<file path="config.mk">
export PLATFORM = sky130hd
export DESIGN_NAME = alu_result_fifo
export DESIGN_NICKNAME = d
export VERILOG_FILES = /design/src/rtl/alu_result_fifo.sv
export SDC_FILE = /design/constraint.sdc
export NUM_CORES = 1
export LEC_CHECK = 0
export BUFFER_PORTS_ARGS = -buffer_cell sky130_fd_sc_hd__buf_2
export CORE_UTILIZATION = 40
export CTS_BUF_LIST = sky130_fd_sc_hd__clkbuf_8
export DETAILED_ROUTE_END_ITERATION = 12
export PLACE_DENSITY = 0.6
export SKIP_LAST_GASP = 1
export SLEW_MARGIN = 20
export SYNTH_ARGS = -nofsm -noshare
export SYNTH_HDL_FRONTEND = slang
export SYNTH_SLANG_ARGS = --single-unit
</file>
<file path="constraint.sdc">
create_clock -name clock -period 4.3 [get_ports clock]
set_clock_uncertainty 0.05 [all_clocks]
set_input_delay 0.43 -clock clock [delete_from_list [all_inputs] [get_ports clock]]
set_output_delay 0.43 -clock clock [all_outputs]
set_load 0.02 [all_outputs]
</file>
<file path="src/rtl/alu_result_fifo.sv">
// alu_result_fifo: captures {flag, result} pairs from the add/sub unit into a
// small show-ahead FIFO with a valid/ready output and overflow bookkeeping.
module alu_result_fifo #(
  parameter int DEPTH = 8,
  parameter int WIDTH = 8
) (
  input  logic                     clock,
  input  logic                     reset,
  input  logic                     in_valid,
  input  logic [WIDTH-1:0]         in_result,
  input  logic                     in_flag,
  output logic                     out_valid,
  input  logic                     out_ready,
  output logic [WIDTH-1:0]         out_result,
  output logic                     out_flag,
  output logic [$clog2(DEPTH):0]   count,
  output logic                     full,
  output logic                     empty,
  output logic                     overflow,
  output logic [7:0]               drop_count,
  input  logic                     clear_ovf
);

  localparam int AW = $clog2(DEPTH);
  localparam logic [AW:0] DEPTH_C = (AW+1)'(DEPTH);

  // Entry layout: flag in the MSB, result below it.
  logic [WIDTH:0]  mem [DEPTH];
  logic [AW-1:0]   wr_ptr_reg;
  logic [AW-1:0]   rd_ptr_reg;
  logic [AW:0]     count_reg;
  logic            overflow_reg;
  logic [7:0]      drop_count_reg;

  logic            pop;
  logic            push;
  logic            drop;
  logic [WIDTH:0]  head;

  assign full  = (count_reg == DEPTH_C);
  assign empty = (count_reg == '0);

  // A pop frees a slot in the same edge, so a full FIFO can still accept.
  assign pop  = out_valid & out_ready;
  assign push = in_valid & (~full | pop);
  assign drop = in_valid & full & ~pop;

  // Storage array: written on push only, never reset (stale data stays hidden
  // behind the empty gate).
  always_ff @(posedge clock) begin
    if (push) begin
      mem[wr_ptr_reg] <= {in_flag, in_result};
    end
  end

  // Pointers and occupancy; pointers wrap naturally since DEPTH is a power of two.
  always_ff @(posedge clock or posedge reset) begin
    if (reset) begin
      wr_ptr_reg <= '0;
      rd_ptr_reg <= '0;
      count_reg  <= '0;
    end else begin
      if (push) begin
        wr_ptr_reg <= wr_ptr_reg + 1'b1;
      end
      if (pop) begin
        rd_ptr_reg <= rd_ptr_reg + 1'b1;
      end
      if (push && !pop) begin
        count_reg <= count_reg + 1'b1;
      end else if (pop && !push) begin
        count_reg <= count_reg - 1'b1;
      end
    end
  end

  // Sticky overflow and saturating drop counter; a drop beats a same-cycle clear.
  always_ff @(posedge clock or posedge reset) begin
    if (reset) begin
      overflow_reg   <= 1'b0;
      drop_count_reg <= '0;
    end else if (drop) begin
      overflow_reg <= 1'b1;
      if (clear_ovf) begin
        drop_count_reg <= 8'd1;
      end else if (drop_count_reg != 8'hFF) begin
        drop_count_reg <= drop_count_reg + 8'd1;
      end
    end else if (clear_ovf) begin
      overflow_reg   <= 1'b0;
      drop_count_reg <= '0;
    end
  end

  // Show-ahead head, gated to zero whenever nothing is stored.
  always_comb begin
    head       = mem[rd_ptr_reg];
    out_valid  = ~empty;
    out_result = '0;
    out_flag   = 1'b0;
    if (!empty) begin
      out_result = head[WIDTH-1:0];
      out_flag   = head[WIDTH];
    end
  end

  assign count      = count_reg;
  assign overflow   = overflow_reg;
  assign drop_count = drop_count_reg;

endmodule

</file>
# Word-level counts from Yosys, hierarchy flattened
# Memory sizes are Yosys's and may differ from the RTL's.
# Index checks and enable logic that the tools add are counted.
[word_totals]
regBits = 19
ramBits = 72
in_bits = 14
output_inout_bits = 25
word_cells = 42
n_memories = 1
[memory_table]
columns = ["memory", "words", "word_bits", "read_ports", "rd_clocked_by_memory_dff", "wr", "line", "source"]
rows = [
  ["mem", 8, 9, 1, 0, 1, "28", "logic [WIDTH:0] mem [DEPTH];"],
]
[classes]
add_sub_neg = 5
n_eq_ne = 2
mux = 12
n_bitwise = 8
reduce_logical = 9
[op_table]
columns = ["op", "n"]
rows = [
  ["2-to-1 mux 8 bit", 5],
  ["adder 8 x 1 -> 8 bit, second input constant", 1],
  ["2-to-1 mux 4 bit", 2],
  ["inequality test 8 bit, second input constant", 1],
  ["adder 3 x 1 -> 3 bit, second input constant", 2],
  ["nonzero test 2 bit", 3],
  ["2-to-1 mux 1 bit", 5],
  ["adder 4 x 1 -> 4 bit, second input constant", 1],
  ["bitwise AND 1 bit", 4],
  ["== test 4 bit, second input constant", 1],
  ["logical NOT 4 bit", 1],
  ["subtractor 4 x 1 -> 4 bit, second input constant", 1],
  ["inverter 1 bit", 3],
  ["logical AND 1 bit", 2],
  ["logical NOT 1 bit", 2],
  ["AND reduction 2 bit", 1],
  ["bitwise OR 1 bit", 1],
]

# Depth between registers and ports, before layout
[logic_depth]
word_depth = 9
ltp_mapped = 10
depth_no_buf = 10

# Worst setup path after synthesis
# No wires, ideal clock.
[synth_timing]
path_type = "register -> register"
from = "register count_reg[1], in the netlist count[1]"
to = "register count_reg[3], in the netlist count[3]"
setup_ps = 126
t_arrival_ps = 3024
required_ps = 4124
slack_ps = 1100
stages_incl_launch_ff = 11
n_path_buf = 1
period_less_slack_ps = 3200
cell_sequence = "dfrtp_1 > or4_2 > clkbuf_1 > nand2_1 > ha_1 > inv_1 > ha_1 > a21o_1 > a2111oi_0 > a31oi_1 > a221o_1"
[synth_via]
elab_chain_cells = 8
elab_cells_between_ends = 16
classes_between = "add/sub: 2; eq/ne: 1; mux: 2; bitwise: 5; reduce/logical: 6"
[synth_rtl]
columns = ["item", "line", "source"]
rows = [
  ["start, declared", "31", "logic [AW:0] count_reg;"],
  ["start signal, assigned", "70", "count_reg <= count_reg + 1'b1;"],
  ["start signal, assigned", "72", "count_reg <= count_reg - 1'b1;"],
  ["logical NOT 4 bit (*)", "41", "assign empty = (count_reg == '0);"],
  ["inverter 1 bit (*)", "98", "out_valid = ~empty;"],
  ["via out_valid", "12", "output logic out_valid,"],
  ["bitwise AND 1 bit (*)", "44", "assign pop = out_valid & out_ready;"],
  ["bitwise OR 1 bit", "45", "assign push = in_valid & (~full | pop);"],
  ["bitwise AND 1 bit", "45", ""],
  ["logical NOT 1 bit", "71", "end else if (pop && !push) begin"],
  ["logical AND 1 bit", "71", ""],
  ["nonzero test 2 bit (no line)", "--", ""],
]
# Mark *: on every way through the listed nets, which the timed path passes. The rest lies on a longest branch. The select of a mux whose other input is x is not followed.
# A chain may end at the register's enable or synchronous reset.

# Worst setup path after layout
[layout_timing]
from = "register count_reg[1], in the netlist count[1]"
to = "register count_reg[3], in the netlist count[3]"
[layout_via]
elab_chain_cells = 8
elab_cells_between_ends = 16
classes_between = "add/sub: 2; eq/ne: 1; mux: 2; bitwise: 5; reduce/logical: 6"
[layout_rtl]
columns = ["item", "line", "source"]
rows = [
  ["logical NOT 4 bit", "41", ""],
  ["inverter 1 bit", "98", ""],
  ["bitwise AND 1 bit", "44", ""],
  ["bitwise OR 1 bit (*)", "45", ""],
  ["bitwise AND 1 bit (*)", "45", ""],
  ["via push", "36", "logic push;"],
  ["logical NOT 1 bit", "71", ""],
  ["logical AND 1 bit", "71", ""],
  ["nonzero test 2 bit (no line)", "--", ""],
]
# Marks and branches as above.

==> impl_metrics.tcl <==
set metrics [dict create \
    core_area_sq_um 9280 \
    fin_crit_ps 3370 \
    drive_above_1_share 0.307 \
    die_area_sq_um 9990 \
    final_nets 296 \
    grt_pass1_vias 1971 \
    fin_crit_sh 0.784 \
    grt_pass1_wl_mm 10.6 \
    fin_area_sq_um 4360 \
    crit_start "count[1]$_DFFE_PP0P_" \
    synth_top_family_by_area "multiplexers" \
    grt_setup_unrepaired "false" \
    p_int_w 0.00174 \
    async_flop_share 0.209 \
    placement.io_buffers 38 \
    placed_cell_area_sq_um 4170 \
    syn-num-nets 253 \
    synth_fa_ha_area_frac 0.0248 \
    max_stage_delay_ps 590 \
    reg2reg_depth 10 \
    synth-edff-count 72 \
    max-clock-path-buffers 2 \
    largest_reg_flops 72 \
    cts_hold_buf 0 \
    syn2layout_area_growth_pct 13.7 \
    grt.total_usage 0.148 \
    cpMaxStageDelayCell "or4b_4" \
    overflow 0 \
    io_pins 39 \
    hp-class "input pin to async pin" \
    cts_max_level 3 \
    num_rows 35 \
    status "completed" \
    antenna_cells 0 \
    postSynthCellCount 232 \
    initial_core_util 0.413 \
    power_switching_w 0.000950 \
    path_max_fanout 6 \
    cts_buffers 9 \
    clock-root-buffer "clkbuf_8" \
    use_met1 0.202 \
    synth-main-ff-cell "edfxtp_1" \
    vdd_ir_drop_max_mv 0.223 \
    grt-busiest-layer "met2" \
    synth.distinct_cells 42 \
    ys_seq_area_frac 0.688 \
    die_h_um 99.9 \
    critPathBufInv 2 \
    use_met3 0.0286 \
    cp_cell_sequence "or4b_4 -> o21ai_0 -> inv_1 -> ha_1 -> inv_1 -> ha_1 -> a21o_1 -> a2111oi_0 -> a31oi_1 -> a221o_1" \
    clock_power_share 0.203 \
    setup_viol 0 \
    tightest_slew_ps 1050 \
    dp_hpwl_mm 4.26 \
    n_fill_cell 827 \
    yosys-top-cells-area "edfxtp_1, dfrtp_1, mux4_2" \
    r2r-start "count[1]$_DFFE_PP0P_" \
    reg2reg_slack_ps 930 \
    cts.reportedPaths.clkPinSlew_ps 90 \
    switching_share 0.353 \
    cts_setup_buffers 0 \
    synth_most_common_cell "edfxtp_1" \
    antenna_found_initial 0 \
    synth_common_cells "edfxtp_1, dfrtp_1, nor2_1" \
    crit_path_start_kind "flip-flop" \
    pwr-share-comb 0.325 \
    grt_max_degree 21 \
    ys_warn_count 0 \
    timing.rr.end "count[3]$_DFFE_PP0P_" \
    wl_mm 6.84 \
    cpLargestDelayFamily "compound AO/OA/AOI/OAI gates" \
    p_per_area_nw_per_um2 617 \
    drt-pass1-iter-count 5 \
    synth_compound_area_frac 0.0333 \
    maxCapViolations 0 \
    finalSetupTns_ps 0 \
    path_class "flip-flop to flip-flop" \
    ys_ff_latch 91 \
    drc 0 \
    synthMuxAreaShare 0.141 \
    met2_usage 0.228 \
    power_frac_seq 0.472 \
    cts_tree "yes" \
    viasPerCell 5.02 \
    die_x_um 99.9 \
    path_depth 10 \
    vias 2053 \
    netlist_area_sq_um 3840 \
    initialDrtViolationCount 77 \
    cts.sinks 91 \
    gp_congestion 0.709 \
    crit_end "count[3]$_DFFE_PP0P_" \
    hold_viol_final 0 \
    crit_path_end_kind "flip-flop" \
    cts_resized 0 \
    fmax_ghz 0.297 \
    yosys.area.top_type_share 0.564 \
    synth_xor_area_frac 0.0114 \
    clk_latency_ps 350 \
    p_leak_nw 1.61 \
    ant_nets 0 \
    wl_per_cell_um 16.7 \
    cp_data_arrival_time_ps 3560 \
    synthSimpleGateAreaFrac 0.0835 \
    required_ps 4490 \
    syn_area_per_cell_sq_um 16.5 \
    yosys.area.top_type "edfxtp_1" \
    slew_headroom 0.298 \
    maxSlewViolCount 0 \
]
placed cells by master (no fill, tap or decap), types with 3 or more instances in the layout:
cell type	Yosys	layout
nand4_1	3	3
buf_2	2	38
nand2_1	12	12
or4_1	3	3
inv_1	6	6
buf_4	0	3
o21ai_0	5	5
xnor2_1	5	5
mux2_2	3	3
nand3_1	6	6
dfrtp_1	19	19
nor2_1	19	19
nor3_1	4	4
mux2i_1	10	10
a21oi_1	5	5
inv_6	0	3
mux4_2	18	18
nand2b_1	3	3
clkbuf_8	0	9
edfxtp_1	72	72
ha_1	6	6
cells by family after synthesis:
group	after synthesis
adder cells (fa/ha/maj)	7
AND/OR/NAND/NOR	61
AO/OA/AOI/OAI	20
XOR/XNOR	5
flip-flops	91
buffers and inverters	17
multiplexers	31
area by class of cell:
type	instances	area (sq um)	area share
Clock buffer	9	124	0.0284
Clock inverter	7	63.8	0.0146
Inverter	8	35.0	0.00803
Multi-Input combinational cell	124	1130	0.258
Sequential cell	91	2640	0.605
Tap cell	129	161	0.0370
Timing Repair Buffer	41	213	0.0488
worst min path at each step:
| stage | from | endpoint | slack [ps] | cells after the start |
|---|---|---|---|---|
| floorplan | reset | count[0]$_DFFE_PP0P_ | 330 | 1 |
| global placement | overflow$_DFFE_PP0P_ | overflow$_DFFE_PP0P_ | 470 | 2 |
| detailed placement | overflow$_DFFE_PP0P_ | overflow$_DFFE_PP0P_ | 470 | 2 |
| CTS | reset | count[1]$_DFFE_PP0P_ | 160 | 2 |
| global route | reset | count[1]$_DFFE_PP0P_ | 210 | 2 |
| finish | reset | count[1]$_DFFE_PP0P_ | 140 | 2 |
routing by layer:
| layer | part of all wire | wire length [um] | up-vias |
|---|---|---|---|
| met2 | 0.47 | 3240 | 25 |
| met4 | 0.017 | 114 | 0 |
| met1 | 0.47 | 3240 | 1025 |
| met5 | 0 | 0 | - |
| li1 | - | - | 994 |
| met3 | 0.035 | 238 | 9 |
power groups by stage:
stage / clock [W] / sequential, W / combinational, W
after global placement: 0 / 0.00129 / 0.000888
after floorplan: 0 / 0.00120 / 0.000713
final: 0.000546 / 0.00127 / 0.000873
after global routing: 0.000593 / 0.00130 / 0.000957
after detailed placement: 0 / 0.00130 / 0.000892
after CTS: 0.000562 / 0.00128 / 0.000893
metrics by stage:
step / utilization / hold WS [ps] / setup WS (ps) / power [W] / cells
CTS: 0.470 / 162 / 911 / 0.00273 / 409
floorplan: - / 331 / 1100 / 0.00191 / 232
global placement: 0.449 / 471 / 1090 / 0.00218 / 393
finish: 0.470 / 142 / 929 / 0.00269 / 409
detailed placement: 0.449 / 469 / 939 / 0.00219 / 393
global route: 0.470 / 214 / 682 / 0.00285 / 409
(Power assumes the default switching activity.)
